<file path="src/rtl/sram_port_arbiter.sv">
// Shares one single-port synchronous SRAM between instruction fetch and data access.
// Data side wins by default; a starvation counter forces an instruction grant.
module sram_port_arbiter #(
  parameter int ADDR_W       = 32,
  parameter int STARVE_LIMIT = 3
) (
  input  logic              clk,
  input  logic              resetn,
  input  logic              inst_req,
  input  logic [ADDR_W-1:0] inst_addr,
  output logic              inst_gnt,
  output logic              inst_rvalid,
  output logic [31:0]       inst_rdata,
  input  logic              data_req,
  input  logic [3:0]        data_wen,
  input  logic [ADDR_W-1:0] data_addr,
  input  logic [31:0]       data_wdata,
  output logic              data_gnt,
  output logic              data_rvalid,
  output logic [31:0]       data_rdata,
  output logic              mem_en,
  output logic [3:0]        mem_wen,
  output logic [ADDR_W-1:0] mem_addr,
  output logic [31:0]       mem_wdata,
  input  logic [31:0]       mem_rdata
);

  localparam int CW = $clog2(STARVE_LIMIT + 1);

  typedef enum logic [1:0] {
    IDLE,
    INST,
    DATA_RD
  } owner_e;

  owner_e        owner;
  logic [CW-1:0] starve_cnt;
  logic [31:0]   inst_hold;
  logic [31:0]   data_hold;
  logic          starved;
  logic          inst_win;
  logic          data_win;

  assign starved  = (starve_cnt == CW'(STARVE_LIMIT));

  // Grants are gated by reset so nothing reaches the SRAM while held in reset.
  assign inst_win = resetn & inst_req & (~data_req | starved);
  assign data_win = resetn & data_req & ~inst_win;

  assign inst_gnt = inst_win;
  assign data_gnt = data_win;

  always_comb begin
    mem_en    = 1'b0;
    mem_wen   = 4'h0;
    mem_addr  = '0;
    mem_wdata = '0;
    unique case (1'b1)
      inst_win: begin
        mem_en   = 1'b1;
        mem_addr = inst_addr;
      end
      data_win: begin
        mem_en    = 1'b1;
        mem_wen   = data_wen;
        mem_addr  = data_addr;
        mem_wdata = data_wdata;
      end
      default: ;
    endcase
  end

  assign inst_rvalid = (owner == INST);
  assign data_rvalid = (owner == DATA_RD);

  // SRAM data is passed straight through in the response cycle, then held.
  assign inst_rdata  = inst_rvalid ? mem_rdata : inst_hold;
  assign data_rdata  = data_rvalid ? mem_rdata : data_hold;

  always_ff @(posedge clk or negedge resetn) begin
    if (!resetn) begin
      owner      <= IDLE;
      starve_cnt <= '0;
      inst_hold  <= '0;
      data_hold  <= '0;
    end else begin
      if (inst_win)
        owner <= INST;
      else if (data_win && data_wen == 4'h0)
        owner <= DATA_RD;
      else
        owner <= IDLE;

      if (inst_rvalid)
        inst_hold <= mem_rdata;
      if (data_rvalid)
        data_hold <= mem_rdata;

      if (inst_win || !inst_req)
        starve_cnt <= '0;
      else if (!starved)
        starve_cnt <= starve_cnt + 1'b1;
    end
  end

endmodule

</file>
<file path="config.mk">
export PLATFORM = sky130hd
export DESIGN_NAME = sram_port_arbiter
export DESIGN_NICKNAME = d
export VERILOG_FILES = /design/src/rtl/sram_port_arbiter.sv
export SDC_FILE = /design/constraint.sdc
export NUM_CORES = 1
export LEC_CHECK = 0
export CAP_MARGIN = 10
export CORE_AREA = 2 2 106 108
export DETAILED_ROUTE_END_ITERATION = 16
export DIE_AREA = 0 0 108 110
export DONT_BUFFER_PORTS = 1
export GPL_ROUTABILITY_DRIVEN = 1
export PLACE_DENSITY_LB_ADDON = 0.25
export SYNTH_ARGS = -nofsm -noshare
export SYNTH_HDL_FRONTEND = slang
export SYNTH_SLANG_ARGS = --single-unit
</file>
<file path="constraint.sdc">
create_clock -name clk -period 1.6 [get_ports clk]
set_input_delay 0.24 -clock clk [delete_from_list [all_inputs] [get_ports clk]]
set_output_delay 0.24 -clock clk [all_outputs]
set_load 0.01 [all_outputs]
</file>
# ---- Word-level counts from Yosys, hierarchy flattened
# Index checks and enable logic that the tools add are counted.
# Widths: inputs -> output; s select.
dict set report totals {
  out_inout_bits 137
  register_bits 68
  input_bits 136
}
dict set report classes {
  n_bitwise 7
  n_eq_ne 4
  muxes 10
  n_addsub 1
  n_reduce_logical 5
}
# op count
set op_table {}
lappend op_table {{$mux 32} 3}
lappend op_table {{$pmux 32 s2} 1}
lappend op_table {{$mux 2} 4}
lappend op_table {{$and 1x1->1} 4}
lappend op_table {{$eq 2x2->1 const B} 2}
lappend op_table {{$logic_not 4->1} 1}
lappend op_table {{$mux 4} 1}
lappend op_table {{$add 2x1->2 const B} 1}
lappend op_table {{$eq 2x1->1 const B} 1}
lappend op_table {{$ne 2x1->1 const B} 1}
lappend op_table {{$not 1->1} 2}
lappend op_table {{$reduce_or 2->1} 1}
lappend op_table {{$logic_and 1x1->1} 1}
lappend op_table {{$logic_not 1->1} 1}
lappend op_table {{$logic_or 1x1->1} 1}
lappend op_table {{$mux 1} 1}
lappend op_table {{$or 1x1->1} 1}

# ---- Logic depth before layout (Yosys ltp)
# Gate-level depths: netlist (run 1).
dict set report logic_depth {
  word_depth 8
  depth_mapped 5
}

# ---- Least setup slack after synthesis (run 1)
# Ideal clock, no wire load.
dict set report synth_path {
  kind {register to output}
  start {register starve_cnt[0]}
  end {output port mem_addr[3]}
  setup_slack_ps 78
  stages_incl_launch_ff 6
  n_path_buf 1
  arrival_time_ps 1282
  path_cell_list {dfrtp_1 -> ha_1 -> inv_2 -> a21oi_4 -> buf_6 -> a22o_1}
}
dict set report synth_between {
  elab_chain_len 6
}
# element line
set synth_rtl {}
lappend synth_rtl {{start, declared} 37} ;# logic [CW-1:0] starve_cnt;
lappend synth_rtl {{start signal, assigned} 102} ;# starve_cnt <= starve_cnt + 1'b1;
lappend synth_rtl {{$eq 2x2->1 *} 44} ;# assign starved = (starve_cnt == CW'(STARVE_LIMIT));
lappend synth_rtl {{$or 1x1->1 *} 47} ;# assign inst_win = resetn & inst_req & (~data_req | starved);
lappend synth_rtl {{$and 1x1->1 *} 47}
lappend synth_rtl {{named net inst_gnt} 11} ;# output logic inst_gnt,
lappend synth_rtl {{$not 1->1} 48} ;# assign data_win = resetn & data_req & ~inst_win;
lappend synth_rtl {{$and 1x1->1} 48}
lappend synth_rtl {{$pmux 32 s2 *} 58} ;# unique case (1'b1)
lappend synth_rtl {{end, declared} 23} ;# output logic [ADDR_W-1:0] mem_addr,
# Mark *: on every way through the listed nets, which the timed path passes. The rest lies on a longest branch.

# ---- Worst setup path in the final report (run 1)
dict set report layout_path {
  start {register starve_cnt[0]}
  end {output port mem_addr[21]}
}
dict set report layout_between {
  elab_chain_len 6
}
# element line
set layout_rtl {}
lappend layout_rtl {{$eq 2x2->1 *} 44}
lappend layout_rtl {{$or 1x1->1 *} 47}
lappend layout_rtl {{$and 1x1->1 *} 47}
lappend layout_rtl {{$not 1->1} 48}
lappend layout_rtl {{$and 1x1->1} 48}
lappend layout_rtl {{$pmux 32 s2 *} 58}
# Every way passes the cells marked *; elsewhere a longest branch is shown, timed or not.

==> results of run 1 <==
## placed cells by master (no fill, tap or decap), drive strengths merged
master / n
a21oi: 2
a22o: 32
and2: 37
buf: 31
bufbuf: 1
bufinv: 1
clkbuf: 16
clkinv: 1
dfrtp: 68
diode: 4
ha: 1
inv: 2
mux2: 64
mux2i: 1
nand2: 2
nand2b: 1
nor2b: 1
nor3b: 2
nor4: 1
o21a: 1
xor2: 1
## synth_stat cells (all sizes together)
cell type	count
dfrtp	68
mux2	64
and2	37
a22o	32
buf	18
a21oi	2
inv	2
nand2	2
nor3b	2
ha	1
mux2i	1
nand2b	1
nor2b	1
nor4	1
o21a	1
xor2	1
## worst max path at each step
stage                                   start            end  slack [ns]  depth (start not counted)
finish              starve_cnt[0]$_DFFE_PN0P_   mem_addr[21]       -0.26                          5
detailed placement  starve_cnt[0]$_DFFE_PN0P_   mem_addr[21]     0.00007                          4
global route               owner[1]$_DFF_PN0_  inst_rdata[1]       -0.33                          4
CTS                 starve_cnt[1]$_DFFE_PN0P_    mem_addr[4]       -0.33                          6
floorplan           starve_cnt[0]$_DFFE_PN0P_    mem_addr[3]        0.08                          5
global placement    starve_cnt[0]$_DFFE_PN0P_   mem_addr[21]        0.04                          4
## layout make-up
class,count,share of cell area (%)
inverter,2,0.2116
clock buffer,13,3.147
sequential,68,35.97
timing repair buffer,35,14.10
antenna,4,0.2116
clock inverter,2,0.7405
multi-input combinational,146,41.92
tap,140,3.703
## critical path, delay by kind of cell (launching register included)
kind,cells,cell delay [ns]
AO/OA/AOI/OAI,2,0.34
buffers and inverters,2,0.32
flip-flops,1,0.42
adder cells (fa/ha/maj),1,0.20
## logic make-up after synthesis
family,Yosys count,share of synthesized area [%]
compound gates,35,9.907
simple gates,44,8.437
mux,65,22.60
buf+inv,20,5.766
xor+xnor,1,0.2709
flops,68,52.63
fa+ha+maj,1,0.3869
## layer usage
metal  wire length (um)  GRT usage, %
met3               1298         9.171
met5                  0             0
met1               4584         21.47
met2               6412         33.24
met4                368         8.425
## sequential cells by signal (all words and copies together) (netlist names)
register	cells
inst_hold	32
owner	2
data_hold	32
starve_cnt	2
## per-stage QoR
| step | util, % | total power [W] |
|---|---|---|
| global route | 44.20 | 0.005252 |
| finish | 44.22 | 0.005004 |
| detailed placement | 31.57 | 0.003195 |
| global placement | 31.57 | 0.003158 |
| CTS | 43.08 | 0.005013 |
| floorplan | - | 0.003004 |
## power by group through the flow
stage          Combinational [W]  Sequential [W]  Clock, W
2_1_floorplan           0.000849         0.00215         0
3_3_place_gp            0.000991         0.00217         0
3_5_place_dp             0.00101         0.00219         0
4_1_cts                  0.00142         0.00217   0.00142
5_1_grt                  0.00154         0.00221   0.00150
6_report                 0.00147         0.00218   0.00136
## timing repair
| item | CTS | global route |
|---|---|---|
| endpoints found under the hold margin | 68 | 68 |
| cloned | 11 | 3 |
| setup endpoints to repair | 134 | 135 |
| setup buffers | 14 | 1 |
| pin swaps | 19 | 21 |
| resized for setup | 136 | 30 |
==> qor.yml, run 1 <==
run_status:
  status: "complete, but fails checks"
  violations: "negative hold slack, negative setup slack"
logic_synthesis:
  synth.avg_cell_area_sq_um: 13.82
  synthCells: 234
  synth_area_leaders: "dfrtp_1 (53%), mux2_2 (22%), a22o_1 (8.7%)"
  synth_top_area_cell: "dfrtp_1"
  syn_nets: 371
  synthDistinctLibCells: 19
  netlist_area_sq_um: 3233
  synth.top_cell.area_share_pct: 52.63
  ys_ff_latch: 68
  ys.warnings.count: 0
  ys_seq_area_share_pct: 52.63
place:
  place_ws_ns: 0.00006706
  dp_hpwl_mm: 8.466
  dp_cells: 366
  port_buffers: 0
  gp_congestion: 0.8796
  place_area_sq_um: 3377
drt:
  wl_mm: 12.66
  vias: 2192
  drc_errors: 0
  wire_per_inst_um: 30.89
  postRouteAntennaNets: 0
  vias_per_cell: 5.346
  drtPass1Iterations: 4
  drtIter0Drc: 131
die:
  die_h_um: 110
  initial_core_util_pct: 30.22
  core_sq_um: 10700
  pin_count: 273
  die_w_um: 108
  fp.dieArea_sq_um: 11880
  rows: 38
layout:
  final_area_sq_um: 4731
  multi_input_area_sq_um: 1983
  nNetsFinal: 399
  drive_gt1_share_pct: 69.92
  syn_to_final_growth_pct: 46.32
  final_cells: 410
  fill_cells: 955
  seq_area_sq_um: 1702
sta:
  setup_viol: 134
  fin_skew_ns: 0.007097
  slew_violations: 0
  setup_ws_ns: -0.2594
  period_share_pct: 116.2
  fmax_mhz: 537.8
  fin_setup_tns_ns: -28.75
  hold_violations: 68
  worstMarginPinSlew_ns: 0.3013
  min_period_ns: 1.859
  holdWs_ns: -0.4125
  rsz0062_at_grt: "yes"
  relSlewSlack_pct: 79.73
power_and_ir_drop:
  comb_power_share_pct: 29.3
  p_leak_nw: 2.250
  p_int_w: 0.003606
  switching_share_pct: 27.95
  p_clk_share_pct: 27.2
  switchingPower_w: 0.001398
  ir_drop_mv: 0.5609
  power_density_nw_per_um2: 1058
  power_frac_seq_pct: 43.5
clock_tree:
  cts_buffers: 9
  htreeDepth: 3
  clk_pin_slew_worst_paths_ns: 0.07
  cts_tree: "built"
  cts_root_buf: "clkbuf_8"
  clock_sinks: 68
  cts_max_path_buffers: 2
  clk_latency_ns: 0.34
global_routing:
  grt_pass1_vias: 2270
  grt-ovfl-total: 0
  grt_max_degree: 72
  grt_use_total_pct: 19.74
  grt_antenna_before_repair: 4
  grt_pass1_wl_mm: 16.01
critical_path:
  slowest_stage: "dfrtp_1"
  path_cells: "ha_4 -> a21oi_4 -> buf_12 -> buf_12 -> a22o_4"
  critPathLaunchType: "flip-flop"
  crit_arrival_ns: 1.62
  cpMostUsedCell: "buf_12"
  reg2reg_slack_ns: 0.21
  reg2regPathDepth: 4
  r2r_end: "inst_hold[31]$_DFF_PN0_"
  critPathCaptureType: "output port"
  cp_max_fo: 14
  critPathKind: "flip-flop to output port"
  worstPathRequired_ns: 1.36
  crit_path_max_incr_delay_ns: 0.42
  r2r-start: "owner[1]$_DFF_PN0_"
hold_path:
  hp-class: "input port to async pin"
run:
  cap_violations: 0
Note: power is estimated with default switching activity, not from simulation.
==> run 2: changes to the inputs <==
CORE_AREA = 2 2 107 109   (was 2 2 106 108)
DIE_AREA = 0 0 109 111   (was 0 0 108 110)
clock period = 2.3 ns   (was 1.6 ns; I/O delays follow)
==> qor.yml, run 2 (same netlist as run 1, synthesis figures left out) <==
place:
  gp_congestion: 0.9737  # +11%
  port_buffers: 0  # unchanged
  dp_hpwl_mm: 9.049  # +6.9%
die:
  die_h_um: 111  # +0.91%
  die_w_um: 109  # +0.93%
  core_sq_um: 11080  # +3.5%
  rows: 39  # +2.6%
  fp.dieArea_sq_um: 12100  # +1.8%
  pin_count: 273  # unchanged
  initial_core_util_pct: 29.19  # -1.0 points
clock_tree:
  clk_latency_ns: 0.33  # about the same
  cts_buffers: 9  # unchanged
  cts_max_path_buffers: 2  # unchanged
  cts_tree: "built"
  clock_sinks: 68  # unchanged
  htreeDepth: 3  # unchanged
  clk_pin_slew_worst_paths_ns: 0.05  # -0.02 ns
  cts_root_buf: "clkbuf_16"
drt:
  postRouteAntennaNets: 0  # unchanged
  vias_per_cell: 5.242  # -1.9%
  wl_mm: 11.10  # -12%
  drc_errors: 0  # unchanged
  vias: 2013  # -8.2%
  drtIter0Drc: 113  # -14%
  wire_per_inst_um: 28.89  # -6.5%
  drtPass1Iterations: 4  # unchanged
global_routing:
  grt_pass1_wl_mm: 14.84  # -7.3%
  grt_use_total_pct: 17.75  # -2.0 points
  grt_pass1_vias: 2129  # -6.2%
  grt-ovfl-total: 0  # unchanged
  grt_antenna_before_repair: 6  # +2
  grt_max_degree: 71  # -1.4%
sta:
  fin_skew_ns: 0.009265  # +0.002168 ns
  setup_viol: 0  # -100%
  worstMarginPinSlew_ns: 0.4652  # +0.1638 ns
  hold_violations: 0  # -100%
  fin_setup_tns_ns: 0  # +28.75 ns
  min_period_ns: 2.185
  fmax_mhz: 457.6
  period_share_pct: 95.02
  slew_violations: 0  # unchanged
  relSlewSlack_pct: 68.99  # -11 points
  rsz0062_at_grt: "no"
critical_path:
  crit_arrival_ns: 1.84  # +0.22 ns
  critPathKind: "flip-flop to output port"
  critPathLaunchType: "flip-flop"
  cp_max_fo: 36  # +22
  critPathCaptureType: "output port"
  crit_path_max_incr_delay_ns: 0.36  # -0.06 ns
  path_cells: "ha_1 -> inv_2 -> a21oi_4 -> buf_6 -> a22o_1"
  slowest_stage: "dfrtp_1"
  worstPathRequired_ns: 1.96  # +0.60 ns
power_and_ir_drop:
  ir_drop_mv: 0.5475  # -2.4%
  finalPower_w: 0.003721  # -26%
  p_leak_nw: 1.544  # -31%
  power_density_nw_per_um2: 1008  # -4.7%
layout:
  drive_gt1_share_pct: 37.92  # -32 points
  syn_to_final_growth_pct: 14.16
  final_cell_mix: "dfrtp_1 (68), mux2_2 (64), and2_1 (37), a22o_1 (32), clkbuf_16 (9)"
  fill_cells: 1088  # +14%
  nNetsFinal: 372  # -6.8%
  mostFrequentLayoutCell: "dfrtp_1"
  largest_registers: "data_hold x32, inst_hold x32"
  utilization_pct: 33.32  # -11 points
hold_path:
  hp-class: "input port to flip-flop"
run_status:
  status: "finished, final reports clean"
run:
  cap_violations: 0  # unchanged
## run 2: cell count changes in the layout (fill, tap and decap cells not counted), moves of 7 or more
cell      change
clkbuf_8      -8
mux2_2       +64
a22o_1       +32
buf_16        -8
and2_1       +36
buf_12        -7
and2_4       -36
a22o_4       -32
mux2_4       -64
## run 2: report_power, final
group / internal [W] / switching, W
logic: 0.000269 / 0.000446
clock network: 0.00101 / 0.000501
registers: 0.00144 / 0.0000552
total: 0.00272 / 0.00100
## run 2: path summary, 6_finish.rpt
check	start	endpoint	slack (ns)	cells past startpoint
hold / removal	inst_req	starve_cnt[1]$_DFFE_PN0P_	0.18	1
setup / recovery	starve_cnt[0]$_DFFE_PN0P_	mem_addr[2]	0.11	5
max in group asynchronous	resetn	owner[0]$_DFF_PN0_	1.46	2
hold reg to reg	inst_hold[31]$_DFF_PN0_	inst_hold[31]$_DFF_PN0_	0.54	1
setup reg to reg	owner[1]$_DFF_PN0_	data_hold[13]$_DFF_PN0_	0.81	3
min in group asynchronous	resetn	inst_hold[26]$_DFF_PN0_	0.56	2
## run 2: through the flow
step	area (sq um)	hold WS, ns	instances	setup WS [ns]
finish	3691	0.1812	384	0.1145
global route	3689	0.1656	383	0.04255
global placement	3311	0.05092	365	0.4584
floorplan	3233	0.04941	234	0.6733
CTS	3685	0.1659	383	0.04299
detailed placement	3311	0.05122	365	0.4007
## run 2: layout make-up
| cell class | instances | area [sq um] | area share (%) |
|---|---|---|---|
| inverters | 2 | 7.507 | 0.2034 |
| well taps | 143 | 178.9 | 4.847 |
| multi-input cells | 146 | 1353 | 36.64 |
| clock buffers | 11 | 252.7 | 6.847 |
| clock inverters | 5 | 83.83 | 2.271 |
| diodes | 1 | 2.502 | 0.06780 |
| flip-flops and latches | 68 | 1702 | 46.10 |
| repair buffers | 8 | 111.4 | 3.017 |
## run 2: metal layers
| metal | GRT usage (%) | part of all wire, % | up-vias |
|---|---|---|---|
| li1 | - | - | 835 |
| met1 | 16.74 | 30 | 981 |
| met2 | 30.14 | 51 | 167 |
| met3 | 11.11 | 15 | 28 |
| met4 | 7.521 | 3.2 | 2 |
| met5 | 0 | 0.12 | - |
## run 2: worst max-delay path: cells and delay by family (launching register included)
family | cells | cell delay [ns]
AOI/OAI and AO/OA | 2 | 0.50
adders and majority gates | 1 | 0.31
buffers and inverters | 2 | 0.34
DFF | 1 | 0.36
## run 2: what timing repair did
item | 4_1_cts | 5_1_grt
endpoints found under the setup margin | 0 | 7
hold buffers | 2 | 0
setup buffers | 0 | 0
hold endpoints to repair | 68 | 0
resized for setup | 0 | 1
==> run 3: changes to the inputs <==
RECOVER_POWER = 25   (was default)
==> qor.yml, run 3 (same netlist as run 1, synthesis figures left out) <==
layout:
  drive_gt1_share_pct: 37.92  # unchanged
  syn_to_final_growth_pct: 13.47
  mostFrequentLayoutCell: "dfrtp_1"
  seq_area_sq_um: 1702  # unchanged
  fill_cells: 1091  # +0.28%
  nNetsFinal: 372  # unchanged
  final_cell_mix: "dfrtp_1 (68), mux2_2 (64), and2_1 (37), a22o_1 (32), clkbuf_16 (9)"
  multi_input_area_sq_um: 1353  # unchanged
  utilization_pct: 33.12  # -0.20 points
  largest_registers: "data_hold x32, inst_hold x32"
power_and_ir_drop:
  ir_drop_mv: 0.5473  # about the same
  power_density_nw_per_um2: 1013  # +0.52%
  finalPower_w: 0.003718  # about the same
  p_leak_nw: 1.535  # -0.57%
clock_tree:
  htreeDepth: 3  # unchanged
  clock_sinks: 68  # unchanged
  clk_pin_slew_worst_paths_ns: 0.05  # about the same
  clk_latency_ns: 0.33  # about the same
  cts_max_path_buffers: 2  # unchanged
  cts_buffers: 9  # unchanged
  cts_root_buf: "clkbuf_16"
  cts_tree: "built"
run_status:
  violations: "max-capacitance violations, max-slew violations"
  status: "complete, but fails checks"
hold_path:
  hold_depth: 1  # unchanged
  hp-class: "input port to flip-flop"
critical_path:
  reg2reg_slack_ns: 0.81  # about the same
  cp_max_fo: 36  # unchanged
  crit_arrival_ns: 1.84  # about the same
  crit_path_max_incr_delay_ns: 0.36  # about the same
  worstPathRequired_ns: 1.96  # about the same
  path_buf_inv: 2  # unchanged
  reg2regPathDepth: 3  # unchanged
  r2r-start: "owner[1]$_DFF_PN0_"
  critPathLaunchType: "flip-flop"
  critPathCaptureType: "output port"
  r2r_end: "data_hold[13]$_DFF_PN0_"
  path_cells: "ha_1 -> inv_2 -> a21oi_4 -> buf_6 -> a22o_1"
  critPathCapture: "mem_addr[2]"
  crit_family: "compound AO/OA/AOI/OAI gates"
  crit_start: "starve_cnt[0]$_DFFE_PN0P_"
  slowest_stage: "dfrtp_1"
  cp.depth: 5  # unchanged
  critPathKind: "flip-flop to output port"
die:
  pin_count: 273  # unchanged
  rows: 39  # unchanged
  die_h_um: 111  # unchanged
  initial_core_util_pct: 29.19  # unchanged
  die_w_um: 109  # unchanged
  core_sq_um: 11080  # unchanged
  fp.dieArea_sq_um: 12100  # unchanged
global_routing:
  grt_max_degree: 71  # unchanged
  grt_antenna_before_repair: 6  # unchanged
  grt_pass1_wl_mm: 14.84  # unchanged
  grt_use_total_pct: 17.75  # unchanged
  grt_pass1_vias: 2129  # unchanged
  grt-ovfl-total: 0  # unchanged
sta:
  rsz0062_at_grt: "no"
  period_share_pct: 95.07  # about the same
  hold_violations: 0  # unchanged
  fmax_mhz: 457.3  # about the same
  setup_viol: 0  # unchanged
  fin_setup_tns_ns: 0  # unchanged
  min_period_ns: 2.187  # +0.001163 ns
  slew_violations: 68  # +68
  worstMarginPinSlew_ns: 1.507  # +1.042 ns
  fin_skew_ns: 0.007557  # -0.001708 ns
  relSlewSlack_pct: -0.4987  # -69 points
drt:
  vias_per_cell: 5.255  # +0.25%
  drtPass1Iterations: 4  # unchanged
  postRouteAntennaNets: 0  # unchanged
  drtIter0Drc: 113  # unchanged
  wire_per_inst_um: 28.91  # about the same
  vias: 2018  # +0.25%
  wl_mm: 11.10  # about the same
  drc_errors: 0  # unchanged
place:
  port_buffers: 0  # unchanged
  dp_hpwl_mm: 9.049  # unchanged
  gp_congestion: 0.9737  # unchanged
run:
  cap_violations: 1  # +1
==> run 3: where the power goes <==
part / switching, W / internal (W)
registers: 0.0000553 / 0.00144
logic: 0.000445 / 0.000265
clock network: 0.000502 / 0.00101
total: 0.00100 / 0.00272
==> run 3: worst min-delay path by stage <==
stage,from,slack [ns],to
3_5_place_dp,resetn,0.05,inst_hold[31]$_DFF_PN0_
4_1_cts,inst_req,0.17,starve_cnt[1]$_DFFE_PN0P_
6_report,inst_req,0.18,starve_cnt[1]$_DFFE_PN0P_
5_1_grt,inst_req,0.17,starve_cnt[0]$_DFFE_PN0P_
2_1_floorplan,resetn,0.05,data_hold[0]$_DFF_PN0_
3_3_place_gp,resetn,0.05,data_hold[23]$_DFF_PN0_
==> run 3: worst reg2reg max path, stage by stage (launching register included) <==
cell	delay, ns
dfrtp_1	0.40
nand2b_1	0.09
buf_4	0.40
mux2_2	0.47
==> run 3: stage by stage <==
step                area [sq um]  hold slack, ns  instances  setup slack [ns]
floorplan                   3233         0.04941        234            0.6733
finish                      3669          0.1800        384            0.1133
detailed placement          3311         0.05122        365            0.4007
global route                3666          0.1656        383           0.04255
CTS                         3685          0.1659        383           0.04299
global placement            3311         0.05092        365            0.4584
==> run 3: repair_timing <==
action,CTS,global route
buffers inserted,0,0
gates resized for setup,0,1
hold buffers,2,0
setup endpoints to repair,0,7
hold endpoints to repair,68,0
==> run 3: layout make-up <==
type	count	area share (%)
flip-flops and latches	68	46.38
multi-input cells	146	36.87
clock buffers	11	6.889
well taps	143	4.877
repair buffers	8	2.422
clock inverters	5	2.285
inverters	2	0.2046
diodes	1	0.06821
==> run 3: per-layer routing <==
| metal | GRT usage (%) | wire length [um] |
|---|---|---|
| met1 | 16.74 | 3332 |
| met2 | 30.14 | 5678 |
| met3 | 11.11 | 1708 |
| met4 | 7.521 | 366 |
| met5 | 0 | 13 |
